**src/rtl/output_membrane_accumulator_pkg.sv**
```systemverilog
// Shared types and constants for the output-layer membrane accumulator.
// Clamp limits below are for the default membrane width.
package output_membrane_accumulator_pkg;

    localparam int NUM_OUT_NEURONS = 5;
    localparam int MEM_W           = 16;

    localparam logic signed [MEM_W-1:0] MEM_MAX = {1'b0, {(MEM_W-1){1'b1}}};
    localparam logic signed [MEM_W-1:0] MEM_MIN = {1'b1, {(MEM_W-1){1'b0}}};

    typedef enum logic [1:0] {
        IDLE  = 2'd0,
        ACCUM = 2'd1,
        DONE  = 2'd2
    } state_t;

endpackage

```
**src/rtl/output_membrane_accumulator_sat_add_signed.sv**
```systemverilog
// Combinational signed saturating adder: acc + sext(addend), clamped to the
// acc range. ADD_W must not exceed ACC_W.
module sat_add_signed #(
    parameter int ACC_W = 16,
    parameter int ADD_W = 8
) (
    input  logic [ACC_W-1:0] acc,
    input  logic [ADD_W-1:0] addend,
    output logic [ACC_W-1:0] sum
);

    localparam logic [ACC_W-1:0] SAT_MAX = {1'b0, {(ACC_W-1){1'b1}}};
    localparam logic [ACC_W-1:0] SAT_MIN = {1'b1, {(ACC_W-1){1'b0}}};

    logic [ACC_W:0] wide;

    // One guard bit: the top two bits differ only when both operands shared
    // a sign and the W-bit result flipped it; the guard bit holds the true sign.
    always_comb begin
        wide = {acc[ACC_W-1], acc}
             + {{(ACC_W+1-ADD_W){addend[ADD_W-1]}}, addend};
        if (wide[ACC_W] != wide[ACC_W-1]) begin
            sum = wide[ACC_W] ? SAT_MIN : SAT_MAX;
        end else begin
            sum = wide[ACC_W-1:0];
        end
    end

endmodule

```
**src/rtl/output_membrane_accumulator.sv**
```systemverilog
// Accumulates signed contributions into five output membranes over an inference,
// then holds them frozen behind a valid/ready handshake for the loser comparator.
module output_membrane_accumulator
    import output_membrane_accumulator_pkg::*;
#(
    parameter int BIT_WIDTH_BIG_MEMBRANE = 16,
    parameter int BIT_WIDTH_CONTRIB      = 8,
    parameter int BIT_WIDTH_BEAT_CNT     = 12
) (
    input  logic                              clk,
    input  logic                              reset_n,
    input  logic                              start_i,
    input  logic                              in_valid_i,
    output logic                              in_ready_o,
    input  logic [2:0]                        in_idx_i,
    input  logic [BIT_WIDTH_CONTRIB-1:0]      in_value_i,
    input  logic                              in_last_i,
    output logic [BIT_WIDTH_BIG_MEMBRANE-1:0] variable0_o,
    output logic [BIT_WIDTH_BIG_MEMBRANE-1:0] variable1_o,
    output logic [BIT_WIDTH_BIG_MEMBRANE-1:0] variable2_o,
    output logic [BIT_WIDTH_BIG_MEMBRANE-1:0] variable3_o,
    output logic [BIT_WIDTH_BIG_MEMBRANE-1:0] variable4_o,
    output logic                              out_valid_o,
    input  logic                              out_ready_i,
    output logic [BIT_WIDTH_BEAT_CNT-1:0]     beat_count_o,
    output logic                              idx_err_o
);

    state_t state, state_next;

    logic [BIT_WIDTH_BIG_MEMBRANE-1:0] acc [NUM_OUT_NEURONS];
    logic [BIT_WIDTH_BIG_MEMBRANE-1:0] sel_acc;
    logic [BIT_WIDTH_BIG_MEMBRANE-1:0] sum_acc;
    logic [BIT_WIDTH_BEAT_CNT-1:0]     beat_cnt;
    logic                              idx_err;
    logic                              idx_ok;
    logic                              accept;

    always_ff @(posedge clk or negedge reset_n) begin
        if (!reset_n) begin
            state <= IDLE;
        end else begin
            state <= state_next;
        end
    end

    always_comb begin
        state_next = state;
        case (state)
            IDLE:    if (start_i)                state_next = ACCUM;
            ACCUM:   if (accept && in_last_i)    state_next = DONE;
            DONE:    if (out_ready_i)            state_next = IDLE;
            default:                             state_next = IDLE;
        endcase
    end

    always_comb begin
        in_ready_o  = 1'b0;
        out_valid_o = 1'b0;
        case (state)
            ACCUM:   in_ready_o  = 1'b1;
            DONE:    out_valid_o = 1'b1;
            default: ;
        endcase
    end

    assign accept = in_valid_i && in_ready_o;
    assign idx_ok = (in_idx_i < 3'(NUM_OUT_NEURONS));

    always_comb begin
        sel_acc = '0;
        for (int unsigned i = 0; i < NUM_OUT_NEURONS; i++) begin
            if (in_idx_i == 3'(i)) sel_acc = acc[i];
        end
    end

    sat_add_signed #(
        .ACC_W (BIT_WIDTH_BIG_MEMBRANE),
        .ADD_W (BIT_WIDTH_CONTRIB)
    ) u_sat_add (
        .acc    (sel_acc),
        .addend (in_value_i),
        .sum    (sum_acc)
    );

    always_ff @(posedge clk or negedge reset_n) begin
        if (!reset_n) begin
            for (int unsigned i = 0; i < NUM_OUT_NEURONS; i++) acc[i] <= '0;
            beat_cnt <= '0;
            idx_err  <= 1'b0;
        end else if (state == IDLE && start_i) begin
            for (int unsigned i = 0; i < NUM_OUT_NEURONS; i++) acc[i] <= '0;
            beat_cnt <= '0;
            idx_err  <= 1'b0;
        end else if (accept) begin
            if (idx_ok) begin
                for (int unsigned i = 0; i < NUM_OUT_NEURONS; i++) begin
                    if (in_idx_i == 3'(i)) acc[i] <= sum_acc;
                end
            end else begin
                idx_err <= 1'b1;
            end
            if (beat_cnt != '1) beat_cnt <= beat_cnt + 1'b1;
        end
    end

    assign variable0_o  = acc[0];
    assign variable1_o  = acc[1];
    assign variable2_o  = acc[2];
    assign variable3_o  = acc[3];
    assign variable4_o  = acc[4];
    assign beat_count_o = beat_cnt;
    assign idx_err_o    = idx_err;

endmodule

```
**config.mk**
```make
export PLATFORM = sky130hd
export DESIGN_NAME = output_membrane_accumulator
export DESIGN_NICKNAME = d
export VERILOG_FILES = /design/src/rtl/output_membrane_accumulator_pkg.sv /design/src/rtl/output_membrane_accumulator_sat_add_signed.sv /design/src/rtl/output_membrane_accumulator.sv
export SDC_FILE = /design/constraint.sdc
export NUM_CORES = 1
export LEC_CHECK = 0
export ABC_AREA = 1
export CAP_MARGIN = 15
export CELL_PAD_IN_SITES_DETAIL_PLACEMENT = 0
export CELL_PAD_IN_SITES_GLOBAL_PLACEMENT = 1
export CORE_ASPECT_RATIO = 1.25
export CORE_MARGIN = 3
export CORE_UTILIZATION = 38
export CTS_CLUSTER_DIAMETER = 120
export DETAILED_ROUTE_END_ITERATION = 8
export PLACE_DENSITY_LB_ADDON = 0.1
export SLEW_MARGIN = 0
export SYNTH_ARGS = -nofsm -noshare
export SYNTH_HDL_FRONTEND = slang
export SYNTH_SLANG_ARGS = --single-unit
export TNS_END_PERCENT = 30
```
**constraint.sdc**
```tcl
create_clock -name clk -period 3.1 [get_ports clk]
set_input_delay 0.31 -clock clk [delete_from_list [all_inputs] [get_ports clk]]
set_output_delay 0.31 -clock clk [all_outputs]
set_load 0.02 [all_outputs]
```
==> results.md <==
- Status: completed
- Total clock sinks: 95
- Starting Density: 0.391
- TritonCTS buffer count: 9
- Pre-Repair DR Iteration Count: 5
- Top delay family on crit path: buffers and inverters
- DIE AREA: 16500 um2
- Die width: around 120 um
- Max Fanout on Critical Path: 6
- Routed vias/inst: about 5.3
- Share of post-route cells with drive strength above 1: 0.222
- Cell area after synthesis: roughly 5700 um2
- Detailed placement HPWL: roughly 14 mm
- Nets@finish: roughly 1000
- Post-synth net total: 821
- Maximum vdd drop: approximately 0.54 mV
- Largest net degree at the start of global routing: 53
- Worst skew pair latency: 0.36 ns
- Vias in the first global route: 5905
- Max incr delay on CP: 0.32 ns
- Tmin final: between 2 and 3 ns
- Critical R2R Capture: variable2_o[5]
- Gpl congestion: between 0.8 and 0.9
- GRT met1 Usage: 0.315
- Worst slew pin tran: between 0.8 and 0.9 ns
- Worst Path Required: ~3.4 ns
- Grt total ovfl: 0
- Root buffer cell: clkbuf_16
- Initial antenna violation count: 0
- CP Buf/Inv Count: 13
- # DRC: 0
- CP Class: in2reg
- Sequential area share after synthesis: 0.419
- Row count: 49
- RR Startpoint: variable1_o[0]
- Fin crit share: 0.961
- Worst path most repeated cell: buf_4
- Core area: approximately 15000 um2
- Drt total wl: around 21 mm
- Routed via count: around 6200
- Starting DRT DRC Count: 370
- # IOs: roughly 110
- Worst setup SP type: input pin
- Hold-fix buffers, CTS: 0
- Max-cap violations: 0
- Flop2flop setup slack: ~0.27 ns
- CTS max path bufs: 2
- Crit end category: register
- Ys Warns: 0
- Pwr Density: 1000 nW/um2
- Total chip power: between 8 and 9 mW
- Max-slew violation count: 0
- Max Fclk: ~0.34 GHz
- Count of cell types in the netlist: 34
- Clock-pin slew on the worst setup and hold paths: about 0.080 ns
- Final core utilization: 0.597
- Seq cells post-synth: 95
- Layout area overhead: 52.8%
- FF-to-FF path depth: 22
- Gr busiest metal: met2
- Final hold vios: 0
- Syn_area_per_cell: 7.23 um2
- CP arrival: 3.28 ns
- Setup Viol. Count Final: 0
- WL/cell: ~18 um
- Post-Syn Instances: a little under 800
- Max_slew headroom: 0.436
- H-tree levels: 3
- I/O Buffers: approximately 110
- Leak: around 4.3 nW
- CP max-delay cell: ha_4
- Setup Skew: ~0.014 ns
- First-pass GRT wire length: 31.6 mm
- Met3 Use GR: 0.0343
- Post-route ant nets: 0
- CTS tree: built
- Hold crit path type: in2async
- N_diodes: 0
- Die Y: ~140 um
- Grt met2 use: 0.423
- Gr usage total: 0.249
worst max path at each step:
| stage | from | endpoint | slack, ns | depth (start not counted) |
|---|---|---|---|---|
| after global placement | in_idx_i[1] | variable0_o[2] | -0.89 | 26 |
| final | in_idx_i[1] | variable2_o[5] | 0.12 | 27 |
| after global routing | in_idx_i[1] | variable2_o[5] | -0.02 | 24 |
| after detailed placement | in_idx_i[1] | variable3_o[8] | -0.91 | 26 |
| after floorplan | in_idx_i[1] | variable2_o[2] | 0.04 | 23 |
| after CTS | in_idx_i[1] | variable1_o[2] | -0.04 | 26 |
report_power, final:
| group | switching (mW) | total [mW] | internal, mW | leakage (nW) |
|---|---|---|---|---|
| logic | 2.88 | 5.25 | 2.37 | 2.98 |
| registers | 0.543 | 2.31 | 1.76 | 1.21 |
| clock network | 0.526 | 1.16 | 0.636 | 0.144 |
| total | 3.95 | 8.72 | 4.77 | 4.33 |
flip-flops by register name, summed over array words and instances (netlist names):
name,cells
variable3_o,16
variable2_o,16
idx_err_o,1
beat_count_o,12
state,2
variable4_o,16
variable0_o,16
variable1_o,16
what timing repair did:
action | in CTS | in global routing
setup endpoints to repair | 80 | 80
pin swaps | 17 | 41
cloned | 5 | 3
resized for setup | 57 | 73
buffers inserted | 14 | 15
through the flow:
stage / setup WS [ns] / hold WS [ns] / std cells / setup TNS [ns] / instance area [um2]
5_1_grt: -0.0230 / 0.0577 / 1167 / -0.0566 / 8680
4_1_cts: -0.0373 / 0.0347 / 1149 / -0.877 / 8150
2_1_floorplan: 0.0379 / 0.0144 / 785 / 0 / 5680
3_5_place_dp: -0.906 / 0.401 / 1114 / -67.36 / 7430
3_3_place_gp: -0.894 / 0.403 / 1114 / -66.60 / 7430
6_report: 0.121 / 0.0102 / 1167 / 0 / 8680
metal layers:
| metal | vias to the layer above | wire length, um |
|---|---|---|
| met2 | 209 | 10700 |
| met1 | 2964 | 8440 |
| li1 | 2955 | - |
| met3 | 35 | 1060 |
| met4 | 0 | 573 |
| met5 | - | 0 |
placed cells by master (no fill, tap or decap), drive strengths merged, types with 3 or more instances in the layout:
cell and instances:
nand2 313, a31oi 15, clkinv 4, o21ai 26
clkdlybuf4s50 107, buf 106, xor2 3, nand3b 3
dfrtp 95, nand4 4, clkbuf 14, ha 18
inv 64, a21oi 26, nand3 122, xnor2 7
nor2 40, nor3 7
kinds of logic after synthesis:
logic type               Yosys count  share of synthesized area
AND/OR/NAND/NOR                  490                      0.368
flip-flops                        95                      0.419
buffers and inverters             94                     0.0718
AO/OA/AOI/OAI                     77                     0.0831
adder cells (fa/ha/maj)           19                     0.0432
XOR/XNOR                          10                     0.0154
cell type report:
class / count / area [um2]
Fill cell: 1327 / 5850
Multi-Input combinational cell: 596 / 3300
Sequential cell: 95 / 2380
Timing Repair Buffer: 218 / 2230
Inverter: 64 / 244
Clock buffer: 9 / 225
Tap cell: 178 / 223
Clock inverter: 7 / 82.6
synth_stat cells:
cell      number  area, um2
inv_2          4       15.0
a21oi_1       17       85.1
nand2_2        4       25.0
buf_6          4       45.0
nand2_1      309       1160
xnor2_1        7       61.3
inv_1         58        218
nand3_2       10        100
buf_4          4       30.0
nor3_2         1       10.0
a21o_1         1       7.51
o31ai_1        2       15.0
xor2_1         3       26.3
and2_1         1       6.26
a21oi_2        8       70.1
o21a_1         2       15.0
clkinv_1       2       7.51
nor2_1        40        150
fa_1           1       20.0
nor3_1         6       30.0
a211oi_1       1       7.51
dfrtp_1       95       2380
nand3_1      112        561
ha_1          18        225
o32ai_1        1       8.76
a22oi_1        1       7.51
o21ai_0       26        130
a31oi_1       15       93.8
a21oi_4        1       16.3
clkbuf_1      14       52.6
nand4_1        4       25.0
o21bai_1       2       15.0
nand3b_1       3       22.5
buf_2          8       40.0
Power figures use the tool's default switching activity.
